$ cat config.mk
export PLATFORM = sky130hd
export DESIGN_NAME = mem_stage
export DESIGN_NICKNAME = d
export VERILOG_FILES = /design/src/rtl/mem_stage_pkg.sv /design/src/rtl/mem_stage.sv
export SDC_FILE = /design/constraint.sdc
export NUM_CORES = 1
export LEC_CHECK = 0
export CORE_MARGIN = 2
export CORE_UTILIZATION = 47
export DETAILED_ROUTE_END_ITERATION = 7
export PLACE_DENSITY = 0.86
export SYNTH_ARGS = -nofsm -noshare
export SYNTH_HDL_FRONTEND = slang
export SYNTH_SLANG_ARGS = --single-unit
$ cat constraint.sdc
create_clock -name iClk -period 6.2 [get_ports iClk]
set_clock_uncertainty 0.15 [all_clocks]
set_input_delay 1.55 -clock iClk [delete_from_list [all_inputs] [get_ports iClk]]
set_output_delay 1.55 -clock iClk [all_outputs]
set_load 0.01 [all_outputs]
$ cat src/rtl/mem_stage_pkg.sv
// Shared pipeline bundle types for the ex->mem->wb path.
// ctrl_t carries valid/mem_rd/mem_wr/func3; reg_t is a register addr/value pair.
package mem_stage_pkg;

  localparam int RegWidth = 32;

  typedef struct packed {
    logic       valid;
    logic       mem_rd;
    logic       mem_wr;
    logic [2:0] func3;
  } ctrl_t;

  typedef struct packed {
    logic [4:0]          addr;
    logic [RegWidth-1:0] value;
  } reg_t;

  typedef struct packed {
    ctrl_t ctrl;
    reg_t  rs;
    reg_t  rd;
  } ex_mem_t;

  typedef struct packed {
    ctrl_t ctrl;
    reg_t  rd;
  } mem_wb_t;

endpackage

$ cat src/rtl/mem_stage.sv
// Memory stage: iEX in, oWB/oFwMe out, req/ack data bus (oMem*/iMem*),
// oStall holds execute during an access, oFault flags bad or timed-out ops.
module mem_stage
  import mem_stage_pkg::*;
#(
  parameter int AddrWidth     = 32,
  parameter int TimeoutCycles = 255
) (
  input  logic                 iClk,
  input  logic                 nRst,
  input  ex_mem_t              iEX,
  output mem_wb_t              oWB,
  output logic [RegWidth-1:0]  oFwMe,
  output logic                 oStall,
  output logic                 oFault,
  output logic                 oMemReq,
  output logic                 oMemWe,
  output logic [AddrWidth-1:0] oMemAddr,
  output logic [3:0]           oMemBe,
  output logic [RegWidth-1:0]  oMemWData,
  input  logic                 iMemAck,
  input  logic [RegWidth-1:0]  iMemRData
);

  localparam int CntW =
    (TimeoutCycles > 1) ? $clog2(TimeoutCycles) : 1;
  localparam logic [CntW-1:0] CntLast =
    CntW'((TimeoutCycles > 0) ? TimeoutCycles - 1 : 0);
  localparam bit WdEn = (TimeoutCycles > 0);

  typedef enum logic {IDLE, REQ} state_t;

  state_t r_state;
  state_t w_next;

  mem_wb_t              r_wb;
  logic                 r_fault;
  logic                 r_req;
  logic                 r_we;
  logic [AddrWidth-1:0] r_addr;
  logic [3:0]           r_be;
  logic [RegWidth-1:0]  r_wdata;
  logic [CntW-1:0]      r_cnt;
  ctrl_t                r_ctrl;
  logic [4:0]           r_rda;
  logic [1:0]           r_off;

  logic                 w_op;
  logic                 w_ill;
  logic                 w_mis;
  logic                 w_go;
  logic                 w_bad;
  logic                 w_stall;
  logic                 w_to;
  logic [1:0]           w_off;
  logic [2:0]           w_f3;
  logic [3:0]           w_be;
  logic [RegWidth-1:0]  w_wdata;
  logic [AddrWidth-1:0] w_addr;
  logic [RegWidth-1:0]  w_lane;
  logic [RegWidth-1:0]  w_ext;
  logic [RegWidth-1:0]  w_rdv;
  logic                 w_unused;

  assign w_off  = iEX.rd.value[1:0];
  assign w_f3   = iEX.ctrl.func3;
  assign w_addr = {iEX.rd.value[AddrWidth-1:2], 2'b00};
  assign w_unused = ^iEX.rs.addr;

  assign w_op = iEX.ctrl.valid
              & (iEX.ctrl.mem_rd | iEX.ctrl.mem_wr);

  // stores only allow 0xx, loads reject x11 and 110
  assign w_ill = (iEX.ctrl.mem_rd & iEX.ctrl.mem_wr)
               | (iEX.ctrl.mem_wr & w_f3[2])
               | (w_f3[1:0] == 2'b11)
               | (iEX.ctrl.mem_rd & (w_f3 == 3'b110));

  assign w_mis = ((w_f3[1:0] == 2'b01) & w_off[0])
               | ((w_f3[1:0] == 2'b10) & (w_off != 2'b00));

  assign w_go  = w_op & ~w_ill & ~w_mis;
  assign w_bad = w_op & ~w_go;

  always_comb begin
    w_be    = 4'b1111;
    w_wdata = iEX.rs.value;
    unique case (1'b1)
      (w_f3[1:0] == 2'b00): begin
        w_be    = 4'b0001 << w_off;
        w_wdata = {4{iEX.rs.value[7:0]}};
      end
      (w_f3[1:0] == 2'b01): begin
        w_be    = 4'b0011 << w_off;
        w_wdata = {2{iEX.rs.value[15:0]}};
      end
      default: ;
    endcase
  end

  assign w_lane = iMemRData >> {r_off, 3'b000};

  always_comb begin
    w_ext = w_lane;
    unique case (r_ctrl.func3)
      3'b000: w_ext = {{(RegWidth-8){w_lane[7]}}, w_lane[7:0]};
      3'b001: w_ext = {{(RegWidth-16){w_lane[15]}}, w_lane[15:0]};
      3'b100: w_ext = {{(RegWidth-8){1'b0}}, w_lane[7:0]};
      3'b101: w_ext = {{(RegWidth-16){1'b0}}, w_lane[15:0]};
      default: ;
    endcase
  end

  assign w_rdv = r_ctrl.mem_rd ? w_ext : '0;

  // ack in the timeout cycle takes priority over the abort
  always_comb begin
    w_next  = r_state;
    w_stall = 1'b0;
    w_to    = 1'b0;
    unique case (r_state)
      IDLE: begin
        w_stall = w_go;
        if (w_go) w_next = REQ;
      end
      REQ: begin
        w_to    = WdEn & ~iMemAck & (r_cnt == CntLast);
        w_stall = ~iMemAck & ~w_to;
        if (iMemAck | w_to) w_next = IDLE;
      end
      default: w_next = IDLE;
    endcase
  end

  always_ff @(posedge iClk or negedge nRst) begin
    if (!nRst) r_state <= IDLE;
    else       r_state <= w_next;
  end

  always_ff @(posedge iClk or negedge nRst) begin
    if (!nRst) begin
      r_wb    <= '0;
      r_fault <= 1'b0;
      r_req   <= 1'b0;
      r_we    <= 1'b0;
      r_addr  <= '0;
      r_be    <= '0;
      r_wdata <= '0;
      r_cnt   <= '0;
      r_ctrl  <= '0;
      r_rda   <= '0;
      r_off   <= '0;
    end else begin
      r_fault <= 1'b0;
      r_wb    <= '0;
      unique case (r_state)
        IDLE: begin
          if (w_go) begin
            r_req   <= 1'b1;
            r_we    <= iEX.ctrl.mem_wr;
            r_addr  <= w_addr;
            r_be    <= w_be;
            r_wdata <= w_wdata;
            r_cnt   <= '0;
            r_ctrl  <= iEX.ctrl;
            r_rda   <= iEX.rd.addr;
            r_off   <= w_off;
          end else if (w_bad) begin
            r_fault <= 1'b1;
          end else if (iEX.ctrl.valid) begin
            r_wb.ctrl <= iEX.ctrl;
            r_wb.rd   <= iEX.rd;
          end
        end
        REQ: begin
          if (iMemAck) begin
            r_req        <= 1'b0;
            r_wb.ctrl    <= r_ctrl;
            r_wb.rd.addr <= r_rda;
            r_wb.rd.value <= w_rdv;
          end else if (w_to) begin
            r_req   <= 1'b0;
            r_fault <= 1'b1;
          end else begin
            r_cnt <= r_cnt + CntW'(1);
          end
        end
        default: ;
      endcase
    end
  end

  assign oWB       = r_wb;
  assign oFwMe     = r_wb.rd.value;
  assign oStall    = w_stall;
  assign oFault    = r_fault;
  assign oMemReq   = r_req;
  assign oMemWe    = r_we;
  assign oMemAddr  = r_addr;
  assign oMemBe    = r_be;
  assign oMemWData = r_wdata;

endmodule

==> results.py, run 1 <==
metrics = {
    "critical_path": {
        "cp.arrival_ns": 3.55,
        "cp_max_fo": 13,
        "endpoint_kind": "primary output",
        "r2r_start": "r_off[1]$_DFFE_PN0P_",
        "reg2regPathDepth": 3,
        "ff2ff_setup_slack_ns": 3.44,
        "crit_required_ns": 4.50,
        "crit_path_start_kind": "primary input",
        "crit_type": "primary input to primary output",
        "r2r-end": "oFwMe[23]$_DFF_PN0_",
    },
    "global_routing": {
        "antenna_found_initial": 1,
        "grt_max_degree": 80,
        "globalRouteTotalUtil_pct": 26.38,
        "overflow": 0,
        "grt_pass1_wl_mm": 29.31,
        "grt_pass1_vias": 5341,
    },
    "sta": {
        "slew_headroom_pct": 34.40,
        "finalMaxSlewViolations": 0,
        "hold_viol_final": 0,
        "finalSetupTns_ns": 0,
        "setup_viol": 0,
        "finalCriticalPeriod_ns": 5.248,
        "min_period_over_period_pct": 84.64,
        "rsz0062_at_grt": "false",
        "holdWs_ns": 0.3165,
        "fmax_ghz": 0.1906,
        "worstMarginPinSlew_ns": 0.9840,
    },
    "final_layout": {
        "nNetsFinal": 853,
        "layout_commonest_cell": "clkdlybuf4s50_1",
        "layout-drive-gt1-share_pct": 15.66,
        "final_cells": 924,
        "layout_common_cells": "clkdlybuf4s50_1 (253), dfrtp_1 (133), o21ai_0 (59), mux2_2 (51), mux2i_1 (40)",
        "utilization_pct": 70.47,
        "area_delta_synth_final_pct": 45.88,
    },
    "clocking": {
        "htree_levels": 4,
        "cts_buffers": 17,
        "cts_hold_buf": 0,
        "cts_sinks": 133,
        "clockBufferDepth": 2,
        "cts-resized-gates": 0,
        "clk_latency_ns": 0.41,
        "clockRootBuffer": "clkbuf_16",
        "post-cts-setup-buffer-count": 0,
        "cts_tree": "done",
        "path_clk_slew_ns": 0.05,
    },
    "synth": {
        "synthArstFlopShare_pct": 100.0,
        "muxShareOfSynthArea_pct": 21.02,
        "netlist_top_cells_area": "dfrtp_1 (52%), mux2_2 (8.9%), mux2i_1 (6.2%), mux2_4 (5.1%), o21ai_0 (4.6%)",
        "synth.avg_cell_area_sq_um": 12.26,
        "ys_warn_count": 0,
        "synth_compound_area_share_pct": 12.60,
        "synthXorXnorAreaFrac_pct": 0.6819,
        "synth_edf_count": 0,
        "synth_area_sq_mm": 0.006422,
        "synth_ff_type": "dfrtp_1",
        "yosys.area_share.simple_pct": 6.156,
        "synthCells": 524,
        "yosys.area.top_type_share_pct": 51.82,
        "ys_ff_latch": 133,
        "ys_types": 49,
        "synth_fa_ha_area_share_pct": 0.3896,
        "synth_top_family_by_area": "multiplexers",
        "seq_area_frac_synth_pct": 51.82,
        "yosysTopAreaCell": "dfrtp_1",
    },
    "hold_path": {
        "whs_path_depth": 1,
        "holdCritPathClass": "flip-flop to flip-flop",
        "min_from": "r_ctrl[5]$_DFFE_PN0P_",
        "holdPathEnd": "r_ctrl[5]$_DFFE_PN0P_",
    },
    "power_and_ir_drop": {
        "switchingPower_uw": 838.2,
        "seqPwrFrac_pct": 38.4,
        "vdd.ir_drop.worst_mv": 0.1790,
        "power_switching_share_pct": 27.77,
        "power_density_mw_per_mm2": 322.2,
        "power.leakage_uw": 0.004040,
        "p_int_uw": 2180,
        "clkPwrFrac_pct": 31.7,
        "comb_power_share_pct": 29.9,
    },
    "job": {
        "drv_cap": 0,
    },
    "drt": {
        "routed-wl-met3_mm": 1.748,
        "drt_first_pass_iters": 4,
        "drc": 0,
        "drtIter0Drc": 386,
        "via_per_inst": 5.540,
        "drtAntennaViolNets": 0,
        "wl_per_cell_um": 20.59,
        "route.met2.wl_mm": 9.518,
        "drt-total-wl_mm": 19.02,
        "drt-met1-wl_mm": 7.140,
        "routed.top_layer": "met4",
        "vias": 5119,
    },
    "die": {
        "design.core.area_sq_mm": 0.01330,
        "die_width_um": 120.9,
        "io_pins": 262,
        "initial_utilization_pct": 48.31,
        "rows": 42,
        "die_h_um": 120.9,
        "dieArea_sq_mm": 0.01462,
    },
    "outcome": {
        "status": "finished, final reports clean",
    },
    "place": {
        "place_hpwl_mm": 13.95,
        "placed_cells": 893,
        "place.gp.congestion": 0.8626,
        "port_buffers": 254,
    },
}
==> worst max-delay path, cell delays in order <==
cell and delay (ns):
clkdlybuf4s50_1 0.66, a21oi_2 0.31, o211ai_4 0.11, or2_4 0.23, nand2_1 0.09, clkdlybuf4s50_1 0.58
==> Yosys cell counts (7+ instances only) <==
| master | number |
|---|---|
| a21oi_1 | 11 |
| a221o_1 | 16 |
| a22o_1 | 16 |
| buf_2 | 7 |
| buf_4 | 37 |
| clkbuf_1 | 20 |
| dfrtp_1 | 133 |
| mux2_2 | 51 |
| mux2_4 | 22 |
| mux2i_1 | 40 |
| nand2_1 | 26 |
| nand3b_1 | 9 |
| nor2_1 | 11 |
| o21ai_0 | 59 |
==> cells by family (layout without fill, tap and decap cells) <==
family | Yosys count | in the layout
DFF | 133 | 133
AOI/OAI and AO/OA | 123 | 123
muxes | 115 | 115
buffers and inverters | 75 | 297
and+or+nand+nor | 70 | 70
xor gates and xnor gates | 5 | 5
adders and majority gates | 2 | 2
other | 1 | 3
==> metrics by stage <==
stage	total power, uW	instance area [sq um]	worst slack (ns)
after floorplan	1574	6426	1.804
after global placement	2036	8815	1.010
after detailed placement	2068	8815	0.9719
after CTS	3034	9366	0.9528
after global routing	3152	9369	0.8518
final	3019	9369	0.9521
==> power by group through the flow <==
| stage | clock, uW | combinational, uW | sequential, uW |
|---|---|---|---|
| 5_1_grt | 1010 | 961 | 1180 |
| 6_report | 957 | 901 | 1160 |
| 3_5_place_dp | 0 | 896 | 1170 |
| 3_3_place_gp | 0 | 878 | 1160 |
| 4_1_cts | 968 | 907 | 1160 |
| 2_1_floorplan | 0 | 370 | 1200 |
==> state kept, by name, indices dropped and copies added, names as in the netlist, 2 cells and up <==
register and cells:
oFwMe 32, oMemAddr 30, oMemBe 4, oMemWData 32, oWB 11, r_cnt 8, r_ctrl 6, r_off 2
r_rda 5
==> cell type report <==
class | instances | area (sq um)
Fill cell | 913 | 3926
Inverter | 4 | 15.01
Clock inverter | 4 | 72.57
Multi-Input combinational cell | 317 | 2640
Clock buffer | 26 | 479.2
Tap cell | 176 | 220.2
Timing Repair Buffer | 263 | 2611
Sequential cell | 133 | 3328
Antenna cell | 1 | 2.502
==> per-layer routing <==
metal	track usage, %	up-vias
met5	0	-
met4	12.65	0
met3	8.365	31
met2	44.17	252
met1	30.62	2552
li1	-	2284
==> how the worst max path moves through the flow <==
stage | cells past startpoint | to | startpoint
detailed placement | 6 | oStall | iEX[75]
global placement | 6 | oStall | iEX[75]
global route | 6 | oStall | iEX[75]
finish | 6 | oStall | iEX[75]
CTS | 6 | oStall | iEX[75]
floorplan | 7 | oStall | iEX[75]
Note: power is estimated with default switching activity, not from simulation.
==> run 2, diff against run 1 <==
- CORE_UTILIZATION: 47 -> 39
- PLACE_DENSITY: 0.86 -> 0.77
- clock period: 6.2 -> 4.7 ns (I/O delays scaled with it)
==> run 2 against run 1 <==
Effect of this change: core utilization down 11 points; critical path depth unchanged; critical endpoint unchanged; wire length up 2.1%; sequential share of layout area down 0.51 points; worst setup slack worse by 0.53 ns.
==> results.py, run 2 (same netlist as run 1, synthesis figures left out) <==
metrics = {
    "critical_path": {
        "slowest_delay_ns": 0.56,
        "cp_max_fo": 4,
        "cp_common_cell": "clkdlybuf4s50_1",
        "endpoint_kind": "primary output",
        "ff2ff_setup_slack_ns": 1.86,
        "crit_required_ns": 3.38,
        "crit_chain": "clkdlybuf4s50_1 -> nor3_4 -> o211ai_4 -> or2_4 -> nand2_1 -> clkdlybuf4s50_1",
        "slowest_stage": "clkdlybuf4s50_1",
        "cp.arrival_ns": 2.95,
        "crit_path_start_kind": "primary input",
        "crit_type": "primary input to primary output",
    },
    "global_routing": {
        "antenna_found_initial": 0,
        "grt_max_degree": 109,
        "globalRouteTotalUtil_pct": 22.22,
        "top_usage_layer": "met2",
        "grt_pass1_vias": 5370,
        "grtUsageMet3_pct": 6.805,
        "met1_usage_pct": 26.46,
        "met2_usage_pct": 38.17,
        "overflow": 0,
        "grt_pass1_wl_mm": 30.38,
    },
    "place": {
        "port_buffers": 254,
        "place.gp.congestion": 0.9150,
        "place_hpwl_mm": 14.23,
        "place_area_sq_mm": 0.008895,
        "placed_cells": 937,
    },
    "clocking": {
        "htree_levels": 4,
        "cts_sinks": 133,
        "clk_latency_ns": 0.41,
        "cts-resized-gates": 0,
        "cts_tree": "done",
        "clockBufferDepth": 2,
        "path_clk_slew_ns": 0.05,
        "post-cts-setup-buffer-count": 0,
        "cts_hold_buf": 0,
        "cts_buffers": 17,
        "clockRootBuffer": "clkbuf_16",
    },
    "power_and_ir_drop": {
        "comb_power_share_pct": 29.0,
        "seqPwrFrac_pct": 37.3,
        "p_int_uw": 2939,
        "power.leakage_uw": 0.004086,
        "clkPwrFrac_pct": 33.7,
        "power_density_mw_per_mm2": 431.2,
        "switchingPower_uw": 1160,
        "vdd.ir_drop.worst_mv": 0.2668,
        "power_switching_share_pct": 28.30,
    },
    "drt": {
        "drt-total-wl_mm": 19.43,
        "vias": 5048,
        "wl_per_cell_um": 20.05,
        "drtIter0Drc": 219,
        "drtAntennaViolNets": 0,
        "drt_first_pass_iters": 7,
        "drc": 0,
        "via_per_inst": 5.209,
    },
    "final_layout": {
        "fillers": 1344,
        "layout_commonest_cell": "clkdlybuf4s50_1",
        "nNetsFinal": 857,
        "layout-drive-gt1-share_pct": 17.00,
        "layout_common_cells": "clkdlybuf4s50_1 (253), dfrtp_1 (133), o21ai_0 (59), mux2_2 (51), mux2i_1 (40)",
        "final_cells": 969,
        "post-route-cell-area_sq_mm": 0.009504,
        "area_delta_synth_final_pct": 47.98,
        "diodes": 0,
    },
    "sta": {
        "setup_viol": 0,
        "min_period_over_period_pct": 91.01,
        "finalMaxSlewViolations": 0,
        "finalSetupTns_ns": 0,
        "holdWs_ns": 0.3233,
        "finalCriticalPeriod_ns": 4.278,
        "rsz0062_at_grt": "false",
        "worstMarginPinSlew_ns": 1.002,
        "slew_headroom_pct": 33.21,
        "hold_viol_final": 0,
        "fmax_ghz": 0.2338,
    },
    "die": {
        "die_h_um": 132.3,
        "die_width_um": 132.3,
        "design.core.area_sq_mm": 0.01600,
        "io_pins": 262,
        "dieArea_sq_mm": 0.01751,
        "initial_utilization_pct": 40.14,
        "rows": 46,
    },
    "hold_path": {
        "holdCritPathClass": "flip-flop to flip-flop",
    },
    "job": {
        "drv_cap": 0,
    },
    "outcome": {
        "status": "finished, final reports clean",
    },
}
==> run 2: final cells by class <==
type	count	area (sq um)	area share, %
clock buffers	21	460.4	4.845
clock inverters	11	148.9	1.567
inverters	4	15.01	0.1580
multi-input cells	317	2640	27.78
flip-flops and latches	133	3328	35.02
well taps	216	270.3	2.844
repair buffers	267	2641	27.79
==> run 2: worst paths after layout <==
| kind | start | to | cells after the start |
|---|---|---|---|
| worst max-delay path | iEX[74] | oStall | 6 |
| min in group asynchronous | nRst | oMemAddr[2]$_DFFE_PN0P_ | 1 |
| worst max register to register | r_off[1]$_DFFE_PN0P_ | oFwMe[31]$_DFF_PN0_ | 3 |
| max in group asynchronous | nRst | oMemAddr[16]$_DFFE_PN0P_ | 2 |
| worst min-delay path | r_ctrl[5]$_DFFE_PN0P_ | r_ctrl[5]$_DFFE_PN0P_ | 1 |
| worst min register to register | r_ctrl[5]$_DFFE_PN0P_ | r_ctrl[5]$_DFFE_PN0P_ | 1 |
==> run 2: worst max-delay path, delay by kind of cell <==
kind / cells / cell delay [ns]
buffers and inverters: 2 / 1.08
AND/OR/NAND/NOR: 3 / 0.60
AO/OA/AOI/OAI: 1 / 0.10
==> run 2: stage by stage <==
step | util (%) | total power, uW | setup slack (ns)
finish | 59.40 | 4099 | 0.4225
global route | 59.40 | 4285 | 0.3356
floorplan | - | 2076 | 1.054
detailed placement | 55.59 | 2735 | 0.4289
CTS | 59.40 | 4130 | 0.4213
global placement | 55.59 | 2705 | 0.4575
==> run 2: power groups by stage <==
stage	registers, uW	clock network [uW]	logic (uW)
detailed placement	1540	0	1190
CTS	1530	1400	1200
floorplan	1590	0	488
global placement	1530	0	1170
global route	1560	1460	1270
finish	1530	1380	1190
==> run 2: per-layer routing <==
layer | vias up | wire, um
met5 | - | 0
li1 | 2290 | -
met2 | 238 | 9617
met3 | 27 | 1550
met1 | 2493 | 7860
met4 | 0 | 400
